$ cat config.mk
export PLATFORM = sky130hd
export DESIGN_NAME = riscv_muldiv_unit_flat
export DESIGN_NICKNAME = d
export VERILOG_FILES = /design/src/rtl/riscv_pkg.sv /design/src/rtl/riscv_muldiv_unit_if.sv /design/src/rtl/riscv_div_iter.sv /design/src/rtl/riscv_muldiv_unit.sv /design/src/flat_wrapper.sv
export SDC_FILE = /design/constraint.sdc
export NUM_CORES = 1
export LEC_CHECK = 0
export BUFFER_PORTS_ARGS = -buffer_cell sky130_fd_sc_hd__buf_2
export CAP_MARGIN = 20
export CORE_MARGIN = 3
export CORE_UTILIZATION = 65
export CTS_CLUSTER_DIAMETER = 150
export CTS_CLUSTER_SIZE = 10
export DETAILED_ROUTE_END_ITERATION = 10
export PLACE_DENSITY = 0.84
export SLEW_MARGIN = 0
export SYNTH_ARGS = -nofsm -noshare
export SYNTH_HDL_FRONTEND = slang
export SYNTH_SLANG_ARGS = --single-unit
$ cat constraint.sdc
create_clock -name clk -period 25.6 [get_ports clk]
set_input_delay 5.12 -clock clk [delete_from_list [all_inputs] [get_ports clk]]
set_output_delay 5.12 -clock clk [all_outputs]
set_load 0.01 [all_outputs]
$ cat src/rtl/riscv_pkg.sv
// Shared RISC-V definitions: data width, M-extension funct3/funct7 encodings and
// the mul/div unit's state and operation types.
package riscv_pkg;

  localparam int unsigned XLEN = 32;

  localparam logic [6:0] OPCODE_OP     = 7'b0110011;
  localparam logic [6:0] FUNCT7_MULDIV = 7'b0000001;

  localparam logic [2:0] FUNCT3_MUL    = 3'b000;
  localparam logic [2:0] FUNCT3_MULH   = 3'b001;
  localparam logic [2:0] FUNCT3_MULHSU = 3'b010;
  localparam logic [2:0] FUNCT3_MULHU  = 3'b011;
  localparam logic [2:0] FUNCT3_DIV    = 3'b100;
  localparam logic [2:0] FUNCT3_DIVU   = 3'b101;
  localparam logic [2:0] FUNCT3_REM    = 3'b110;
  localparam logic [2:0] FUNCT3_REMU   = 3'b111;

  typedef enum logic [1:0] {
    IDLE = 2'd0,
    CALC = 2'd1,
    DONE = 2'd2
  } muldiv_state_e;

  typedef enum logic [2:0] {
    OP_MUL    = FUNCT3_MUL,
    OP_MULH   = FUNCT3_MULH,
    OP_MULHSU = FUNCT3_MULHSU,
    OP_MULHU  = FUNCT3_MULHU,
    OP_DIV    = FUNCT3_DIV,
    OP_DIVU   = FUNCT3_DIVU,
    OP_REM    = FUNCT3_REM,
    OP_REMU   = FUNCT3_REMU
  } muldiv_op_e;

endpackage

$ cat src/rtl/riscv_muldiv_unit_if.sv
// Request/response handshake bundle between the execute stage and the mul/div unit.
interface riscv_muldiv_unit_if #(
  parameter int unsigned XLEN = 32
);
  logic            in_valid;
  logic            in_ready;
  logic [2:0]      funct3;
  logic [XLEN-1:0] op_a;
  logic [XLEN-1:0] op_b;
  logic            out_valid;
  logic            out_ready;
  logic [XLEN-1:0] result;

  modport master (
    output in_valid, funct3, op_a, op_b, out_ready,
    input  in_ready, out_valid, result
  );

  modport slave (
    input  in_valid, funct3, op_a, op_b, out_ready,
    output in_ready, out_valid, result
  );
endinterface

$ cat src/rtl/riscv_div_iter.sv
// Restoring divider on unsigned magnitudes, one quotient bit per step.
// quot_c/rem_c are the values the registers take on the current step.
module riscv_div_iter #(
  parameter int unsigned XLEN = 32
) (
  input  logic            clk,
  input  logic            rst,
  input  logic            start,
  input  logic            step,
  input  logic [XLEN-1:0] dividend,
  input  logic [XLEN-1:0] divisor,
  output logic [XLEN-1:0] quot_c,
  output logic [XLEN-1:0] rem_c
);

  logic [XLEN-1:0] rem_q;
  logic [XLEN-1:0] quot_q;
  logic [XLEN-1:0] dvsr_q;
  logic [XLEN:0]   shifted;
  logic [XLEN:0]   diff;
  logic            fits;

  // Quotient register doubles as the dividend shift-out register.
  assign shifted = {rem_q, quot_q[XLEN-1]};
  assign diff    = shifted - {1'b0, dvsr_q};
  assign fits    = ~diff[XLEN];
  assign rem_c   = fits ? diff[XLEN-1:0] : shifted[XLEN-1:0];
  assign quot_c  = {quot_q[XLEN-2:0], fits};

  always_ff @(posedge clk or posedge rst) begin
    if (rst) begin
      rem_q  <= '0;
      quot_q <= '0;
      dvsr_q <= '0;
    end else if (start) begin
      rem_q  <= '0;
      quot_q <= dividend;
      dvsr_q <= divisor;
    end else if (step) begin
      rem_q  <= rem_c;
      quot_q <= quot_c;
    end
  end

endmodule

$ cat src/rtl/riscv_muldiv_unit.sv
// RV32M/RV64M multiply/divide execution unit: iterative shift-add multiply (or
// single-cycle product), restoring divide, one-cycle early-out for div corner cases.
module riscv_muldiv_unit
  import riscv_pkg::*;
#(
  parameter int unsigned XLEN     = riscv_pkg::XLEN,
  parameter bit          FAST_MUL = 1'b0
) (
  input  logic                clk,
  input  logic                rst,
  input  logic                kill,
  riscv_muldiv_unit_if.slave  bus
);

  localparam int unsigned CW = $clog2(XLEN) + 1;
  localparam int unsigned W2 = 2 * XLEN;

  function automatic logic [XLEN-1:0] neg_if(input logic c, input logic [XLEN-1:0] x);
    return c ? XLEN'(~x + 1'b1) : x;
  endfunction

  muldiv_state_e   state;
  muldiv_op_e      op_q;
  logic            in_ready_q;
  logic            out_valid_q;
  logic [XLEN-1:0] result_q;
  logic [CW-1:0]   cnt_q;
  logic            neg_a_q;
  logic            neg_b_q;
  logic [W2-1:0]   acc_q;
  logic [XLEN-1:0] mcand_q;

  muldiv_op_e      op_in;
  logic            is_div_in, a_neg_in, b_neg_in, div_zero_in, ovf_in, early_in, accept;
  logic [XLEN-1:0] mag_a, mag_b, early_res, fast_res;
  logic [W2-1:0]   fast_prod, fast_fix;

  // Request decode, operand magnitudes and early-out detection.
  assign op_in       = muldiv_op_e'(bus.funct3);
  assign is_div_in   = bus.funct3[2];
  assign a_neg_in    = bus.op_a[XLEN-1] &&
                       (op_in == OP_MULH || op_in == OP_MULHSU || op_in == OP_DIV || op_in == OP_REM);
  assign b_neg_in    = bus.op_b[XLEN-1] && (op_in == OP_MULH || op_in == OP_DIV || op_in == OP_REM);
  assign mag_a       = neg_if(a_neg_in, bus.op_a);
  assign mag_b       = neg_if(b_neg_in, bus.op_b);
  assign div_zero_in = is_div_in && (bus.op_b == '0);
  assign ovf_in      = (op_in == OP_DIV || op_in == OP_REM) &&
                       (bus.op_a == {1'b1, {(XLEN-1){1'b0}}}) && (bus.op_b == '1);
  assign early_in    = div_zero_in || ovf_in;
  assign early_res   = div_zero_in ? (bus.funct3[1] ? bus.op_a : '1)
                                   : (bus.funct3[1] ? '0 : bus.op_a);
  assign accept      = bus.in_valid && in_ready_q && !kill;

  assign fast_prod = W2'(mag_a) * W2'(mag_b);
  assign fast_fix  = (a_neg_in ^ b_neg_in) ? W2'(~fast_prod + 1'b1) : fast_prod;
  assign fast_res  = (op_in == OP_MUL) ? fast_fix[XLEN-1:0] : fast_fix[W2-1:XLEN];

  logic [XLEN:0]   mul_sum;
  logic [W2-1:0]   acc_nxt, mul_fix;
  logic [XLEN-1:0] mul_res, div_res, calc_res, quot_c, rem_c;
  logic            last;

  // Shift-add step: add multiplicand into the high half when the multiplier LSB is set.
  assign mul_sum  = {1'b0, acc_q[W2-1:XLEN]} + ({1'b0, mcand_q} & {(XLEN+1){acc_q[0]}});
  assign acc_nxt  = {mul_sum, acc_q[XLEN-1:1]};
  assign mul_fix  = (neg_a_q ^ neg_b_q) ? W2'(~acc_nxt + 1'b1) : acc_nxt;
  assign mul_res  = (op_q == OP_MUL) ? mul_fix[XLEN-1:0] : mul_fix[W2-1:XLEN];
  assign div_res  = op_q[1] ? neg_if(neg_a_q, rem_c) : neg_if(neg_a_q ^ neg_b_q, quot_c);
  assign calc_res = op_q[2] ? div_res : mul_res;
  assign last     = (cnt_q == CW'(XLEN - 1));

  riscv_div_iter #(.XLEN(XLEN)) u_div (
    .clk      (clk),
    .rst      (rst),
    .start    (accept && is_div_in && !early_in),
    .step     (state == CALC && op_q[2]),
    .dividend (mag_a),
    .divisor  (mag_b),
    .quot_c   (quot_c),
    .rem_c    (rem_c)
  );

  always_ff @(posedge clk or posedge rst) begin
    if (rst) begin
      state       <= IDLE;
      op_q        <= OP_MUL;
      in_ready_q  <= 1'b1;
      out_valid_q <= 1'b0;
      result_q    <= '0;
      cnt_q       <= '0;
      neg_a_q     <= 1'b0;
      neg_b_q     <= 1'b0;
      acc_q       <= '0;
      mcand_q     <= '0;
    end else if (kill) begin
      state       <= IDLE;
      in_ready_q  <= 1'b1;
      out_valid_q <= 1'b0;
      result_q    <= '0;
      cnt_q       <= '0;
    end else begin
      case (state)
        IDLE: begin
          if (accept) begin
            op_q       <= op_in;
            neg_a_q    <= a_neg_in;
            neg_b_q    <= b_neg_in;
            cnt_q      <= '0;
            acc_q      <= {XLEN'(0), mag_b};
            mcand_q    <= mag_a;
            in_ready_q <= 1'b0;
            if (early_in) begin
              result_q    <= early_res;
              out_valid_q <= 1'b1;
              state       <= DONE;
            end else if (FAST_MUL && !is_div_in) begin
              result_q    <= fast_res;
              out_valid_q <= 1'b1;
              state       <= DONE;
            end else begin
              state <= CALC;
            end
          end
        end
        CALC: begin
          if (cnt_q != CW'(XLEN)) cnt_q <= cnt_q + CW'(1);
          if (!op_q[2]) acc_q <= acc_nxt;
          if (last) begin
            result_q    <= calc_res;
            out_valid_q <= 1'b1;
            state       <= DONE;
          end
        end
        DONE: begin
          if (bus.out_ready) begin
            out_valid_q <= 1'b0;
            in_ready_q  <= 1'b1;
            state       <= IDLE;
          end
        end
        default: begin
          state      <= IDLE;
          in_ready_q <= 1'b1;
        end
      endcase
    end
  end

  assign bus.in_ready  = in_ready_q;
  assign bus.out_valid = out_valid_q;
  assign bus.result    = result_q;

endmodule

$ cat src/flat_wrapper.sv
// flat-port wrapper written by rule: the top's interface ports become plain ports
module riscv_muldiv_unit_flat import riscv_pkg::*;
#(
  parameter int unsigned XLEN     = riscv_pkg::XLEN,
  parameter bit          FAST_MUL = 1'b0
)
  (clk, rst, kill, bus_in_valid, bus_funct3, bus_op_a, bus_op_b, bus_out_ready, bus_in_ready, bus_out_valid, bus_result);
  riscv_muldiv_unit_if #(.XLEN(XLEN)) bus_i ();
  input  logic clk;
  input  logic rst;
  input  logic kill;
  input wire logic [$bits(bus_i.in_valid)-1:0] bus_in_valid;
  input wire logic [$bits(bus_i.funct3)-1:0] bus_funct3;
  input wire logic [$bits(bus_i.op_a)-1:0] bus_op_a;
  input wire logic [$bits(bus_i.op_b)-1:0] bus_op_b;
  input wire logic [$bits(bus_i.out_ready)-1:0] bus_out_ready;
  output wire logic [$bits(bus_i.in_ready)-1:0] bus_in_ready;
  output wire logic [$bits(bus_i.out_valid)-1:0] bus_out_valid;
  output wire logic [$bits(bus_i.result)-1:0] bus_result;
  assign bus_i.in_valid = bus_in_valid;
  assign bus_i.funct3 = bus_funct3;
  assign bus_i.op_a = bus_op_a;
  assign bus_i.op_b = bus_op_b;
  assign bus_i.out_ready = bus_out_ready;
  assign bus_in_ready = bus_i.in_ready;
  assign bus_out_valid = bus_i.out_valid;
  assign bus_result = bus_i.result;
  riscv_muldiv_unit #(.XLEN(XLEN), .FAST_MUL(FAST_MUL)) u_core (.clk(clk), .rst(rst), .kill(kill), .bus(bus_i));
endmodule
==> impl_results.md, run 1 <==
* Via Count at 21.2k
* Detail Route Antenna Nets at 0
* Post-synth top cells: 297 x nor2_1, 290 x a21oi_1, 282 x nand2_1, 238 x dfrtp_1, 194 x o21ai_0
* CTS tree: done
* Yosys warns at 0
* Setup TNS at 0 ns
* Clk_skew at 0.0142 ns
* Final Worst Setup Slack at roughly 17 ns
* DP Worst Slack at 16.10 ns
* Reg2Reg Setup Slack at around 18 ns
* Initial antenna violation count at 3
* Max Cap Viol at 0
* TritonRoute pass-1 iters at 7
* IO Port Bufs at about 110
* First-pass GRT wire length at 110000 um
* WHS Path Cells at 2
* Max FO, Critical Path at 65
* Post-CTS Setup Inserts at 0
* Overall Power at 3320 uW
* Final setup fails at 0
* R2R Path Start: u_core.u_div.quot_q[31]
* Peak supply drop at 131 uV
* GRT met2 Usage at 0.654
* Max_slew headroom at 0.251
* Unique masters post-synth at 98
* Startpoint types: input pin
* Status: completed
* Clk buf depth at 3
* Total CTS buffers at 27
* Routed Wire Length at 70400 um
* GR Layer Usage met1 at 0.551
* Number of synthesized flops with an enable pin at 0
* Hold Startpoint: u_core.mcand_q[26]
* Syn-to-layout area delta at 6.91%
* Placer Congestion at 1.02
* Worst R2R Path Depth at 25
* Tightest Hold Check Type: flip-flop to flip-flop
* Pwr dens at 153 nW/um^2
* Post-route cell area at 21700 sq um
* Met3 layer usage reported by global route at 0.0522
* Tcrit/Tclk final at 0.351
* Root buffer cell: clkbuf_16
* HPWL Detailed at 52500 um
* Nets at 2776
* Die Width at 183 um
* Largest net degree at the start of global routing at 119
* Wire per inst at 23.2 um
* H-Tree Depth at 1
* Worst path required time at 26.10 ns
* IO Count at 106
* Worst skew pair latency at 0.56 ns
* Worst Hold Path EP: u_core.mcand_q[26]
* Count leader, synth: nor2_1
* Via density at 6.97
* #FFs+latches synth at roughly 240
* Cells after synthesis at 2629
* Post-route insts no fill at 3038
* Synth top area cells: dfrtp_1 29%, a21oi_1 7.2%, nor2_1 5.5%
* P_leak at slightly above 0.009 uW
* GRT Resource Usage Total at 0.409
* Clk pin slew, worst setup/hold paths at about 0.06 ns
* Die height at ~180 um
* Synth area leader: dfrtp_1
* Drt drc at 0
* Starting density of the core at 0.660
* Final hold violations at 0
* Syn_nets at ~2.8k
* Core area at just over 30000 sq um
* Dpl cells at about 3.0k
* Async SR Flop Fraction at 1.00
* Seq/Total Area, Yosys at 0.295
* Prevailing post-synth register cell: dfrtp_1
* Post-CTS Resized at 0
* Placed Instance Area at 20900 sq um
* Die area at 33300 sq um
* Critical Path End Type: flip-flop
* Fmax at 0.111 GHz
* GRT overflow at 0
* Most Used Layer, Global Route: met2
* Final Max Tran Viols at 0
* Worst-Margin Slew at approximately 1.1 ns
* Cell Area, Synth at 20300 sq um
* Initial drt markers at 3162
* Sink Count at about 240
* Kind of critical path: input pin to flip-flop
* Share of Yosys cell area claimed by the top area cell type at 0.294
* Row count at 64
* Final critical-path required period at 9.00 ns
* Cts-stage hold buffer count at 0
* Reg-to-reg endpoint: u_core.bus.result[30]
* Worst EP arrival at 9.50 ns
* RSZ-0062 raised after global routing: false
* Syn Area/Cell at 7.71 sq um
* Vias in the first global route at 19.7k
* Share of layout cells above drive strength 1 at 0.0826
layout by cell type, fill, tap and decap left out, types with 32 or more instances in the layout:
| cell type | n |
|---|---|
| a21o_1 | 33 |
| a211oi_1 | 82 |
| nor2_1 | 297 |
| inv_1 | 76 |
| nand2_1 | 281 |
| a21oi_1 | 290 |
| buf_2 | 106 |
| and2_1 | 67 |
| xnor2_1 | 107 |
| dfrtp_1 | 238 |
| xor2_1 | 103 |
| nor4_1 | 36 |
| o21ai_0 | 194 |
| o31ai_1 | 35 |
| ha_1 | 74 |
| nand4_1 | 32 |
| nor3_1 | 58 |
area by class of cell:
type / instances / area [sq um]
Clock inverter: 1 / 8.76
Timing Repair Buffer: 133 / 733
Multi-Input combinational cell: 2148 / 13400
Tap cell: 396 / 495
Sequential cell: 239 / 5980
Fill cell: 2523 / 9010
Inverter: 78 / 300
Antenna cell: 3 / 7.51
Clock buffer: 40 / 724
sequential cells by signal, summed over array words and instances, names as in the netlist, 3 cells and up:
signal and count:
u_core.bus.result 32, u_core.u_div.dvsr_q 32, u_core.u_div.quot_q 32, u_core.acc_q 64
u_core.op_q 3, u_core.mcand_q 32, u_core.cnt_q 6, u_core.u_div.rem_q 32
worst max-delay path: stages:
cell and delay (ns):
buf_2 0.12, or4_1 0.61, nor4_2 0.31, nand4_1 0.31, nor4b_4 0.34, buf_4 0.55
a31oi_1 0.15, and2_1 0.24, or3_1 0.38, buf_4 0.28, nor2_1 0.14, buf_4 0.28
o221ai_1 0.18, a311oi_1 0.23, a32o_1 0.20
report_power, final:
group / leakage, uW / switching, uW / total [uW] / internal [uW]
combinational: 0.00589 / 1430 / 2210 / 783
clock: 0.000353 / 165 / 357 / 192
sequential: 0.00299 / 199 / 744 / 545
total: 0.00923 / 1790 / 3320 / 1520
kinds of logic after synthesis:
logic type	share of synthesized area
multiplexers	0.0179
adder cells (fa/ha/maj)	0.0483
XOR/XNOR	0.0917
buffers and inverters	0.0464
AND/OR/NAND/NOR	0.221
AO/OA/AOI/OAI	0.279
flip-flops	0.295
how the worst max path moves through the flow:
stage | start | endpoint | cells after the start | slack (ns)
floorplan | rst | u_core.acc_q[0] | 1 | 13.92
global placement | bus_op_b[18] | u_core.bus.result[29] | 15 | 16.31
detailed placement | bus_op_b[18] | u_core.bus.result[29] | 15 | 16.10
CTS | bus_op_b[18] | u_core.bus.result[29] | 15 | 16.67
global route | bus_op_b[18] | u_core.bus.result[29] | 15 | 16.26
finish | bus_op_b[18] | u_core.bus.result[29] | 15 | 16.60
stage by stage:
step | hold WS (ns) | utilization
after global routing | 0.505 | 0.706
final | 0.474 | 0.706
after global placement | 0.454 | 0.682
after floorplan | 0.442 | -
after detailed placement | 0.463 | 0.682
after CTS | 0.476 | 0.706
per-layer routing:
metal / share of wire / up-vias
met3: 0.10 / 313
li1: - / 9518
met4: 0.065 / 4
met1: 0.39 / 9975
met2: 0.45 / 1351
met5: 0.00038 / -
Note: power is estimated with default switching activity, not from simulation.
==> run 2: changes to the inputs <==
--- a/config.mk
+++ b/config.mk
@@ -8,11 +8,11 @@
 export BUFFER_PORTS_ARGS = -buffer_cell sky130_fd_sc_hd__buf_2
 export CAP_MARGIN = 20
 export CORE_MARGIN = 3
-export CORE_UTILIZATION = 65
+export CORE_UTILIZATION = 57
 export CTS_CLUSTER_DIAMETER = 150
 export CTS_CLUSTER_SIZE = 10
 export DETAILED_ROUTE_END_ITERATION = 10
-export PLACE_DENSITY = 0.84
+export PLACE_DENSITY = 0.78
 export SLEW_MARGIN = 0
 export SYNTH_ARGS = -nofsm -noshare
 export SYNTH_HDL_FRONTEND = slang
==> constraint.sdc (replaced) <==
create_clock -name clk -period 7.9 [get_ports clk]
set_input_delay 1.58 -clock clk [delete_from_list [all_inputs] [get_ports clk]]
set_output_delay 1.58 -clock clk [all_outputs]
set_load 0.01 [all_outputs]
==> run 2 against run 1 <==
Setup slack got worse by 15 ns. Clock power rose to 3.2 times the previous value. Routed wire length rose by 3.2%. Register-to-register slack got worse by 17 ns. Via count fell by 2.9%. Critical path depth rose by 8. Hold slack got worse by 0.0025 ns. Highest routed layer is now met4. Die area rose by 14%. Sequential power rose to 3.2 times the previous value. Combinational power rose to 3.3 times the previous value. First-iteration DRC count fell by 24%. Global-route usage fell by 3.9 points.
==> impl_results.md, run 2 (synthesis results as in run 1) <==
* Most common cell after layout, fill and taps aside: nor2_1
* Wire per inst at 23.5 um
* Worst path cell trace: inv_1 > ha_1 > fa_1 > nand2b_1 > a21o_1 > a21o_1 > nor4_4 > o2111a_4 > o21a_2 > nor2_4 > inv_2 > nor2_1 > a21oi_1 > ha_1 > nand2_1 > or4_1 > nor3b_1 > nand3_1 > a222oi_1 > nand4_1 > mux2i_1 > o21ai_1 > a32o_1
* Peak supply drop at 309 uV
* Startpoint types: flip-flop
* Fmax at 0.154 GHz
* Largest register FFs at 64
* Biggest register: u_core.acc_q
* Fin Hold WS at roughly 0.47 ns
* Share of layout cells above drive strength 1 at 0.0812
* RSZ-0062 raised after global routing: false
* IO Count at 106
* H-Tree Depth at 1
* Final setup fails at 0
* R2R Path Start: u_core.u_div.quot_q[31]
* Die height at between 150 and 200 um
* Via Count at 20.5k
* Max_slew headroom at 0.194
* Crit path to: u_core.bus.result[28]
* Max FO, Critical Path at 26
* First-pass GRT wire length at 112000 um
* Kind of critical path: flip-flop to flip-flop
* Vias in the first global route at 19.1k
* Worst path required time at 8.34 ns
* Clk pin slew, worst setup/hold paths at approximately 0.060 ns
* Critical Path End Type: flip-flop
* Worst R2R Path Depth at 23
* Placer Congestion at 1.01
* Most frequent cells in the layout: 297 x nor2_1, 290 x a21oi_1, 281 x nand2_1
* Fin util at 0.625
* Sink Count at 239
* Clk buf depth at 3
* Reg-to-reg endpoint: u_core.bus.result[28]
* Largest net degree at the start of global routing at roughly 170
* Die area at 37800 sq um
* Root buffer cell: clkbuf_16
* Max Cap Viol at 0
* Post-CTS Resized at 0
* CP max stage delay at 0.60 ns
* Pwr dens at 500 nW/um^2
* Post-CTS Setup Inserts at 0
* Layout fillers at 3159
* Tcrit/Tclk final at 0.821
* P_leak at ~0.009 uW
* Die Width at 195 um
* Via density at 6.63
* Worst-Margin Slew at 1.20 ns
* Core area at 34800 sq um
* Final Max Tran Viols at 0
* Worst skew pair latency at approximately 0.57 ns
* TritonRoute pass-1 iters at 6
* Starting density of the core at 0.582
* Drt drc at 0
* Status: completed
* Initial antenna violation count at 0
* Reg2Reg Setup Slack at about 1.4 ns
* Setup TNS at 0 ns
* Cts-stage hold buffer count at 0
* Total CTS buffers at 27
* GRT Resource Usage Total at 0.370
* CTS tree: done
* GRT overflow at 0
* Critical path startpoint: u_core.u_div.quot_q[31]
* Tightest Hold Check Type: flip-flop to flip-flop
* Worst EP arrival at 6.93 ns
* Nets at 2772
* Detail Route Antenna Nets at 0
* Initial drt markers at 2410
* HPWL Detailed at 54800 um
* Routed Wire Length at 72700 um
* Clk_skew at 0.0190 ns
* Syn-to-layout area delta at 7.38%
* Row count at 68
* Final hold violations at 0
* Slowest-stage cell, CP: a222oi_1
* Final critical-path required period at 6.49 ns
* IO Port Bufs at 105
## run 2: cell count changes in the layout (fill, tap and decap cells not counted), sizes merged
| cell | change |
|---|---|
| diode | +3 |
| clkinvlp | +1 |
| buf | -4 |
| inv | -1 |
## run 2: metrics by stage
| step | instances | setup WS [ns] | cell area (sq um) | power [uW] |
|---|---|---|---|---|
| floorplan | 2629 | 2.29 | 20300 | 7310 |
| global placement | 3048 | 1.76 | 21000 | 9310 |
| detailed placement | 3048 | 1.55 | 21000 | 9430 |
| CTS | 3089 | 1.52 | 21700 | 10600 |
| global route | 3090 | 1.05 | 21700 | 11600 |
| finish | 3096 | 1.41 | 21800 | 10900 |
## run 2: layout make-up
| class | count | area, sq um | share of cell area |
|---|---|---|---|
| Antenna cell | 6 | 15.0 | 0.000690 |
| Sequential cell | 239 | 5980 | 0.275 |
| Tap cell | 455 | 569 | 0.0262 |
| Clock inverter | 1 | 8.76 | 0.000403 |
| Timing Repair Buffer | 129 | 751 | 0.0345 |
| Multi-Input combinational cell | 2148 | 13400 | 0.616 |
| Inverter | 78 | 297 | 0.0136 |
| Clock buffer | 40 | 724 | 0.0333 |
## run 2: routing by layer
| metal | GRT usage | wire (um) | vias up |
|---|---|---|---|
| li1 | - | - | 9520 |
| met1 | 0.513 | 30400 | 9845 |
| met2 | 0.571 | 31900 | 992 |
| met4 | 0.192 | 4460 | 0 |
| met5 | 0 | 0 | - |
| met3 | 0.0452 | 5920 | 183 |
## run 2: worst min path at each step
stage / start / endpoint / slack [ns] / depth (start not counted)
after floorplan: u_core.mcand_q[17] / u_core.mcand_q[17] / 0.44 / 2
after global placement: u_core.mcand_q[17] / u_core.mcand_q[17] / 0.46 / 2
after detailed placement: u_core.mcand_q[17] / u_core.mcand_q[17] / 0.46 / 2
after CTS: u_core.mcand_q[27] / u_core.mcand_q[27] / 0.48 / 2
after global routing: u_core.mcand_q[27] / u_core.mcand_q[27] / 0.50 / 2
final: u_core.mcand_q[17] / u_core.mcand_q[17] / 0.47 / 2
## run 2: report_power, final
| group | internal (uW) | total, uW | switching, uW |
|---|---|---|---|
| clock | 624 | 1160 | 535 |
| sequential | 1770 | 2400 | 637 |
| combinational | 2530 | 7320 | 4790 |
| total | 4920 | 10900 | 5960 |
## run 2: critical path, delay by kind of cell (launching register included)
family,cells,cell delay (ns)
AOI/OAI and AO/OA,8,2.29
adders and majority gates,3,0.99
buffers and inverters,2,0.28
DFF,1,0.39
muxes,1,0.21
and+or+nand+nor,9,2.18
